--- config.mk ---
export PLATFORM = sky130hd
export DESIGN_NAME = fetch_redirect_unit_flat
export DESIGN_NICKNAME = d
export VERILOG_FILES = /design/src/rtl/fetch_redirect_unit_pkg.sv /design/src/rtl/fetch_redirect_unit_if.sv /design/src/rtl/fetch_redirect_unit.sv /design/src/flat_wrapper.sv
export SDC_FILE = /design/constraint.sdc
export NUM_CORES = 1
export LEC_CHECK = 0
export CAP_MARGIN = 10
export CORE_AREA = 2 2 87 89
export DETAILED_ROUTE_END_ITERATION = 8
export DIE_AREA = 0 0 89 91
export PLACE_DENSITY = 0.89
export SYNTH_ARGS = -nofsm -noshare
export SYNTH_HDL_FRONTEND = slang
export SYNTH_SLANG_ARGS = --single-unit
--- constraint.sdc ---
create_clock -name clk -period 2.6 [get_ports clk]
set_input_delay 0.52 -clock clk [delete_from_list [all_inputs] [get_ports clk]]
set_output_delay 0.52 -clock clk [all_outputs]
set_load 0.03 [all_outputs]
--- src/rtl/fetch_redirect_unit_pkg.sv ---
// FetchUnitTypes: shared types and default sizing for the fetch redirect unit.
//   FetchRedirectState : BOOT / RUN / HALT encoding, also exported on the debug port
//   PC_Path, EpochPath : default-width PC and epoch vectors
//   FETCH_PACKET_BYTES : bytes covered by one fetch packet
//   alignInsn()        : clears the sub-instruction byte offset of a PC
package FetchUnitTypes;

  localparam int          DEF_PC_WIDTH     = 32;
  localparam int          DEF_FETCH_WIDTH  = 2;
  localparam int          DEF_INSN_BYTES   = 4;
  localparam int          DEF_EPOCH_WIDTH  = 3;
  localparam logic [31:0] DEF_RESET_VECTOR = 32'h0000_1000;

  localparam int FETCH_PACKET_BYTES = DEF_FETCH_WIDTH * DEF_INSN_BYTES;

  typedef logic [DEF_PC_WIDTH-1:0]    PC_Path;
  typedef logic [DEF_EPOCH_WIDTH-1:0] EpochPath;

  typedef enum logic [1:0] {
    BOOT = 2'd0,
    RUN  = 2'd1,
    HALT = 2'd2
  } FetchRedirectState;

  function automatic PC_Path alignInsn(PC_Path pc);
    return pc & ~PC_Path'(DEF_INSN_BYTES - 1);
  endfunction

endpackage

--- src/rtl/fetch_redirect_unit_if.sv ---
// FetchRedirectIf: fetch-PC handshake plus predictor and redirect inputs.
//   master : the redirect unit (drives pcValid, fetchPC, fetchEpoch)
//   slave  : fetch stage / predictor / decode / backend side
interface FetchRedirectIf
  import FetchUnitTypes::*;
#(
  parameter int PC_WIDTH    = DEF_PC_WIDTH,
  parameter int EPOCH_WIDTH = DEF_EPOCH_WIDTH
);

  logic                   pcValid;
  logic                   fetchReady;
  logic [PC_WIDTH-1:0]    fetchPC;
  logic [EPOCH_WIDTH-1:0] fetchEpoch;
  logic                   predTaken;
  logic [PC_WIDTH-1:0]    predTarget;
  logic                   decRedirect;
  logic [PC_WIDTH-1:0]    decRedirectPC;
  logic [EPOCH_WIDTH-1:0] decEpoch;
  logic                   beRedirect;
  logic [PC_WIDTH-1:0]    beRedirectPC;
  logic                   haltReq;

  modport master (
    output pcValid, fetchPC, fetchEpoch,
    input  fetchReady, predTaken, predTarget,
    input  decRedirect, decRedirectPC, decEpoch,
    input  beRedirect, beRedirectPC, haltReq
  );

  modport slave (
    input  pcValid, fetchPC, fetchEpoch,
    output fetchReady, predTaken, predTarget,
    output decRedirect, decRedirectPC, decEpoch,
    output beRedirect, beRedirectPC, haltReq
  );

endinterface

--- src/rtl/fetch_redirect_unit.sv ---
// fetch_redirect_unit: owns the fetch PC, offers it to the fetch stage and
// applies predictor targets, decode redirects and backend recovery.
//   clk, rst_n : clock, asynchronous active-low reset
//   bus        : FetchRedirectIf.master (handshake, predictor, redirects)
//   state      : FSM state for debug
//
//   state | meaning
//   BOOT  | first cycle out of reset, nothing offered
//   RUN   | fetchPC offered, next-PC mux active
//   HALT  | serializing instruction seen, wait for backend redirect
module fetch_redirect_unit
  import FetchUnitTypes::*;
#(
  parameter int                  PC_WIDTH     = DEF_PC_WIDTH,
  parameter int                  FETCH_WIDTH  = DEF_FETCH_WIDTH,
  parameter int                  INSN_BYTES   = DEF_INSN_BYTES,
  parameter logic [PC_WIDTH-1:0] RESET_VECTOR = PC_WIDTH'(DEF_RESET_VECTOR),
  parameter int                  EPOCH_WIDTH  = DEF_EPOCH_WIDTH
) (
  input  logic                  clk,
  input  logic                  rst_n,
  FetchRedirectIf.master        bus,
  output logic [1:0]            state
);

  localparam logic [PC_WIDTH-1:0] PKT       = PC_WIDTH'(FETCH_WIDTH * INSN_BYTES);
  localparam logic [PC_WIDTH-1:0] PKT_MASK  = ~(PKT - PC_WIDTH'(1));
  localparam logic [PC_WIDTH-1:0] INSN_MASK = ~PC_WIDTH'(INSN_BYTES - 1);

  FetchRedirectState      stateQ, stateD;
  logic [PC_WIDTH-1:0]    pcQ, pcD;
  logic [EPOCH_WIDTH-1:0] epochQ, epochD;
  logic                   pcValidInt;
  logic                   xfer;

  always_ff @(posedge clk or negedge rst_n) begin
    if (!rst_n) begin
      stateQ <= BOOT;
      pcQ    <= RESET_VECTOR;
      epochQ <= '0;
    end else begin
      stateQ <= stateD;
      pcQ    <= pcD;
      epochQ <= epochD;
    end
  end

  assign xfer = pcValidInt && bus.fetchReady;

  always_comb begin
    stateD = stateQ;
    pcD    = pcQ;
    epochD = epochQ;
    unique case (stateQ)
      BOOT: stateD = RUN;
      RUN: begin
        if (bus.beRedirect) begin
          pcD    = bus.beRedirectPC & INSN_MASK;
          epochD = epochQ + EPOCH_WIDTH'(1);
        end else if (bus.haltReq) begin
          stateD = HALT;
        end else if (bus.decRedirect && (bus.decEpoch == epochQ)) begin
          pcD    = bus.decRedirectPC & INSN_MASK;
          epochD = epochQ + EPOCH_WIDTH'(1);
        end else if (xfer && bus.predTaken) begin
          // stale decode redirects fall through to here
          pcD = bus.predTarget & INSN_MASK;
        end else if (xfer) begin
          pcD = (pcQ & PKT_MASK) + PKT;
        end
      end
      HALT: begin
        if (bus.beRedirect) begin
          stateD = RUN;
          pcD    = bus.beRedirectPC & INSN_MASK;
          epochD = epochQ + EPOCH_WIDTH'(1);
        end
      end
      default: stateD = BOOT;
    endcase
  end

  always_comb begin
    pcValidInt = (stateQ == RUN);
  end

  assign bus.pcValid    = pcValidInt;
  assign bus.fetchPC    = pcQ;
  assign bus.fetchEpoch = epochQ;
  assign state          = stateQ;

endmodule

--- src/flat_wrapper.sv ---
// flat-port wrapper written by rule: the top's interface ports become plain ports
module fetch_redirect_unit_flat import FetchUnitTypes::*;
#(
  parameter int                  PC_WIDTH     = DEF_PC_WIDTH,
  parameter int                  FETCH_WIDTH  = DEF_FETCH_WIDTH,
  parameter int                  INSN_BYTES   = DEF_INSN_BYTES,
  parameter logic [PC_WIDTH-1:0] RESET_VECTOR = PC_WIDTH'(DEF_RESET_VECTOR),
  parameter int                  EPOCH_WIDTH  = DEF_EPOCH_WIDTH
)
  (clk, rst_n, state, bus_pcValid, bus_fetchPC, bus_fetchEpoch, bus_fetchReady, bus_predTaken, bus_predTarget, bus_decRedirect, bus_decRedirectPC, bus_decEpoch, bus_beRedirect, bus_beRedirectPC, bus_haltReq);
  FetchRedirectIf #(.PC_WIDTH(PC_WIDTH), .EPOCH_WIDTH(EPOCH_WIDTH)) bus_i ();
  input  logic clk;
  input  logic rst_n;
  output logic [1:0] state;
  output wire logic [$bits(bus_i.pcValid)-1:0] bus_pcValid;
  output wire logic [$bits(bus_i.fetchPC)-1:0] bus_fetchPC;
  output wire logic [$bits(bus_i.fetchEpoch)-1:0] bus_fetchEpoch;
  input wire logic [$bits(bus_i.fetchReady)-1:0] bus_fetchReady;
  input wire logic [$bits(bus_i.predTaken)-1:0] bus_predTaken;
  input wire logic [$bits(bus_i.predTarget)-1:0] bus_predTarget;
  input wire logic [$bits(bus_i.decRedirect)-1:0] bus_decRedirect;
  input wire logic [$bits(bus_i.decRedirectPC)-1:0] bus_decRedirectPC;
  input wire logic [$bits(bus_i.decEpoch)-1:0] bus_decEpoch;
  input wire logic [$bits(bus_i.beRedirect)-1:0] bus_beRedirect;
  input wire logic [$bits(bus_i.beRedirectPC)-1:0] bus_beRedirectPC;
  input wire logic [$bits(bus_i.haltReq)-1:0] bus_haltReq;
  assign bus_pcValid = bus_i.pcValid;
  assign bus_fetchPC = bus_i.fetchPC;
  assign bus_fetchEpoch = bus_i.fetchEpoch;
  assign bus_i.fetchReady = bus_fetchReady;
  assign bus_i.predTaken = bus_predTaken;
  assign bus_i.predTarget = bus_predTarget;
  assign bus_i.decRedirect = bus_decRedirect;
  assign bus_i.decRedirectPC = bus_decRedirectPC;
  assign bus_i.decEpoch = bus_decEpoch;
  assign bus_i.beRedirect = bus_beRedirect;
  assign bus_i.beRedirectPC = bus_beRedirectPC;
  assign bus_i.haltReq = bus_haltReq;
  fetch_redirect_unit #(.PC_WIDTH(PC_WIDTH), .FETCH_WIDTH(FETCH_WIDTH), .INSN_BYTES(INSN_BYTES), .RESET_VECTOR(RESET_VECTOR), .EPOCH_WIDTH(EPOCH_WIDTH)) u_core (.clk(clk), .rst_n(rst_n), .bus(bus_i), .state(state));
endmodule
==> reports/qor.txt <==
status: finished, final reports clean
final setup violation count: 0
f_max: 0.4389 GHz
largest family of logic cells by synthesized area: simple AND/OR/NAND/NOR gates
Setup Buffers After CTS: 0
fillers: 640
Multi-input gate area: 0.001864 mm^2
Worst R2R Start: u_core.bus.fetchPC[3]
clock buffer depth: 2
Routed WL per cell: 16.28 um
Diodes inserted: 0
Slowest Stage Delay on Critical Path: 0.45 ns
crit path DAT: 2.45 ns
vias: 3472
Int Pwr: 1.976 mW
pin count of the biggest net entering global routing: 36
CTS Hold Bufs: 0
Initial Util: 0.4022
Mean Syn Cell Area: 7.436 um^2
Crit Path Max Fanout: 7
post-DP HPWL: 7607 um
CP Class: flip-flop to flip-flop
clock share of power: 0.122
Mapped Cells: 386
number of global-route vias before repair: 3457
die area: 0.008099 mm^2
core area: 0.007137 mm^2
Setup TNS: 0 ns
port bufs: 135
RSZ-0062 raised after global routing: no
H-tree levels: 2
Worst Setup Start Kind: flip-flop
cts repair resizes: 0
Worst Skew: 0.01131 ns
clock sink count: 35
Layout Nets: 626
max-cap viol count: 0
area share of and/or/nand/nor cells after synthesis: 0.2973
Compound-Gate Fraction of Synth Area: 0.2594
total track usage: 0.2480
adder-cell area share of the yosys netlist: 0.008718
min-delay worst type: input pin to async pin
layout cell share with drive strength beyond 1: 0.07900
clk slew on worst S/H paths: 0.08 ns
Worst slew margin: 0.4359
synth warn: 0
DRT Pass-1 Iters: 5
Synth Flop Type: dfrtp_1
crit-path cells: ha_1 > nand3_4 > or3_4 > nor2_4 > mux2_2 > a211oi_1 > o21ai_0
GP Congestion: 0.8416
Synth async-reset ratio: 1.000
CP required: 2.77 ns
initial DRC count: 174
Final period util: 0.8763
TritonCTS clock tree: done
clock root buffer: clkbuf_8
first-pass GRT wire length: 16080 um
Synth Register Bits: 35
r2r endpoint: u_core.bus.fetchPC[31]
post-synthesis xor/xnor area fraction: 0.06408
Reg2Reg Setup Slack: 0.32 ns
sequential share of power: 0.309
Peak VDD IR: 361.6 uV
final core utilization: 0.6282
Pwr Density: 826.5 mW/mm^2
post-route ant nets: 0
Final Max Tran Viols: 0
gr ovfl total: 0
latest clock arrival within the worst-skew pair: 0.29 ns
register area share after synthesis: 0.3056
minimum clock period after layout: 2.278 ns
most frequent cells in the layout: 134 x clkdlybuf4s50_1, 64 x nand2_1, 44 x o21ai_0
post-synthesis to final-layout area growth: 56.19%
Register-to-Register Path Depth: 7
Sequential cell area: 877.1 um^2
most common cell after layout, fill and taps aside: clkdlybuf4s50_1
combinational share of power: 0.569
Cell variety after synth: 60
leak pwr: 1.703 nW
initial antenna violation count: 0
row count: 31
Worst Tran Pin Value: 0.8461 ns
Syn Std Cell Area: 0.002870 mm^2
switching share of total power: 0.4666
Psw: 1.729 mW
io pins: 144
CP endpoint kind: flip-flop
Num CTS Buffers: 5
total length of routed wires: 10060 um
multiplexer share of the synthesized area: 0.01482
DR DRC count: 0
Die H: 91 um
chip width: 89 um
vias per cell: 5.618
final hold vios: 0
number of synthesized flops with an enable pin: 0
slowest CP cell: dfrtp_1
==> routing by layer <==
metal | wire length [um] | track usage
met2 | 5010 | 0.4335
met3 | 891 | 0.05091
met1 | 4024 | 0.3057
met5 | 0 | 0
met4 | 136 | 0.06468
==> how the worst max path moves through the flow <==
stage	end	from
floorplan	u_core.bus.fetchPC[31]	u_core.bus.fetchPC[3]
global route	u_core.bus.fetchPC[5]	bus_decEpoch[1]
global placement	u_core.bus.fetchEpoch[1]	bus_decEpoch[1]
finish	u_core.bus.fetchPC[31]	u_core.bus.fetchPC[3]
detailed placement	u_core.bus.fetchEpoch[1]	bus_decEpoch[1]
CTS	u_core.bus.fetchPC[31]	u_core.bus.fetchPC[3]
==> worst max-delay path: cells and delay by family, from the launching register on <==
kind	cells	cell delay, ns
simple gates	3	0.76
flops	1	0.45
mux	1	0.36
compound gates	2	0.33
fa+ha+maj	1	0.26
==> state kept, by name, summed over array words and instances (netlist names) <==
register	flops
u_core.bus.fetchPC	30
u_core.bus.fetchEpoch	3
u_core.state	2
==> cell type report <==
type	instances	share of cell area
timing repair buffer	152	0.3344
clock buffer	8	0.02233
multi-input combinational	319	0.4159
inverter	5	0.004186
tap	99	0.02763
sequential	35	0.1956
==> metrics by stage <==
| stage | hold WS (ns) | power (mW) | std cells | instance area (um^2) | setup slack [ns] |
|---|---|---|---|---|---|
| after floorplan | 0.2244 | 2.320 | 387 | 2874 | 0.3093 |
| after global placement | 0.4735 | 3.178 | 610 | 4383 | 0.1665 |
| after detailed placement | 0.5066 | 3.255 | 610 | 4383 | 0.06420 |
| after CTS | 0.3563 | 3.710 | 618 | 4483 | 0.3158 |
| after global routing | 0.3878 | 3.935 | 618 | 4483 | 0.1914 |
| final | 0.3263 | 3.705 | 618 | 4483 | 0.3216 |
==> cell usage after synthesis (5+ instances only) <==
| master | n | area [um^2] |
|---|---|---|
| nor2_1 | 30 | 112.6 |
| o31ai_1 | 6 | 45.04 |
| a211oi_1 | 6 | 45.04 |
| nor3_1 | 11 | 55.05 |
| buf_2 | 7 | 35.03 |
| clkbuf_1 | 15 | 56.30 |
| nand2_1 | 64 | 240.2 |
| o22ai_1 | 6 | 37.54 |
| nand3_1 | 30 | 150.1 |
| inv_1 | 5 | 18.77 |
| xor2_1 | 9 | 78.83 |
| a21oi_1 | 30 | 150.1 |
| o21ai_0 | 44 | 220.2 |
| dfrtp_1 | 34 | 850.8 |
| xnor2_1 | 12 | 105.1 |
==> cell families after synthesis <==
family / Yosys count
AND/OR/NAND/NOR: 169
AO/OA/AOI/OAI: 121
flip-flops: 35
buffers and inverters: 33
XOR/XNOR: 21
multiplexers: 4
adder cells (fa/ha/maj): 2
other: 1
==> power groups by stage <==
stage | registers [mW] | clock network [mW] | logic (mW)
2_1_floorplan | 1.52 | 0 | 0.802
3_3_place_gp | 1.12 | 0 | 2.06
3_5_place_dp | 1.15 | 0 | 2.10
4_1_cts | 1.14 | 0.456 | 2.11
5_1_grt | 1.19 | 0.480 | 2.26
6_report | 1.14 | 0.453 | 2.11
(Power assumes the default switching activity.)
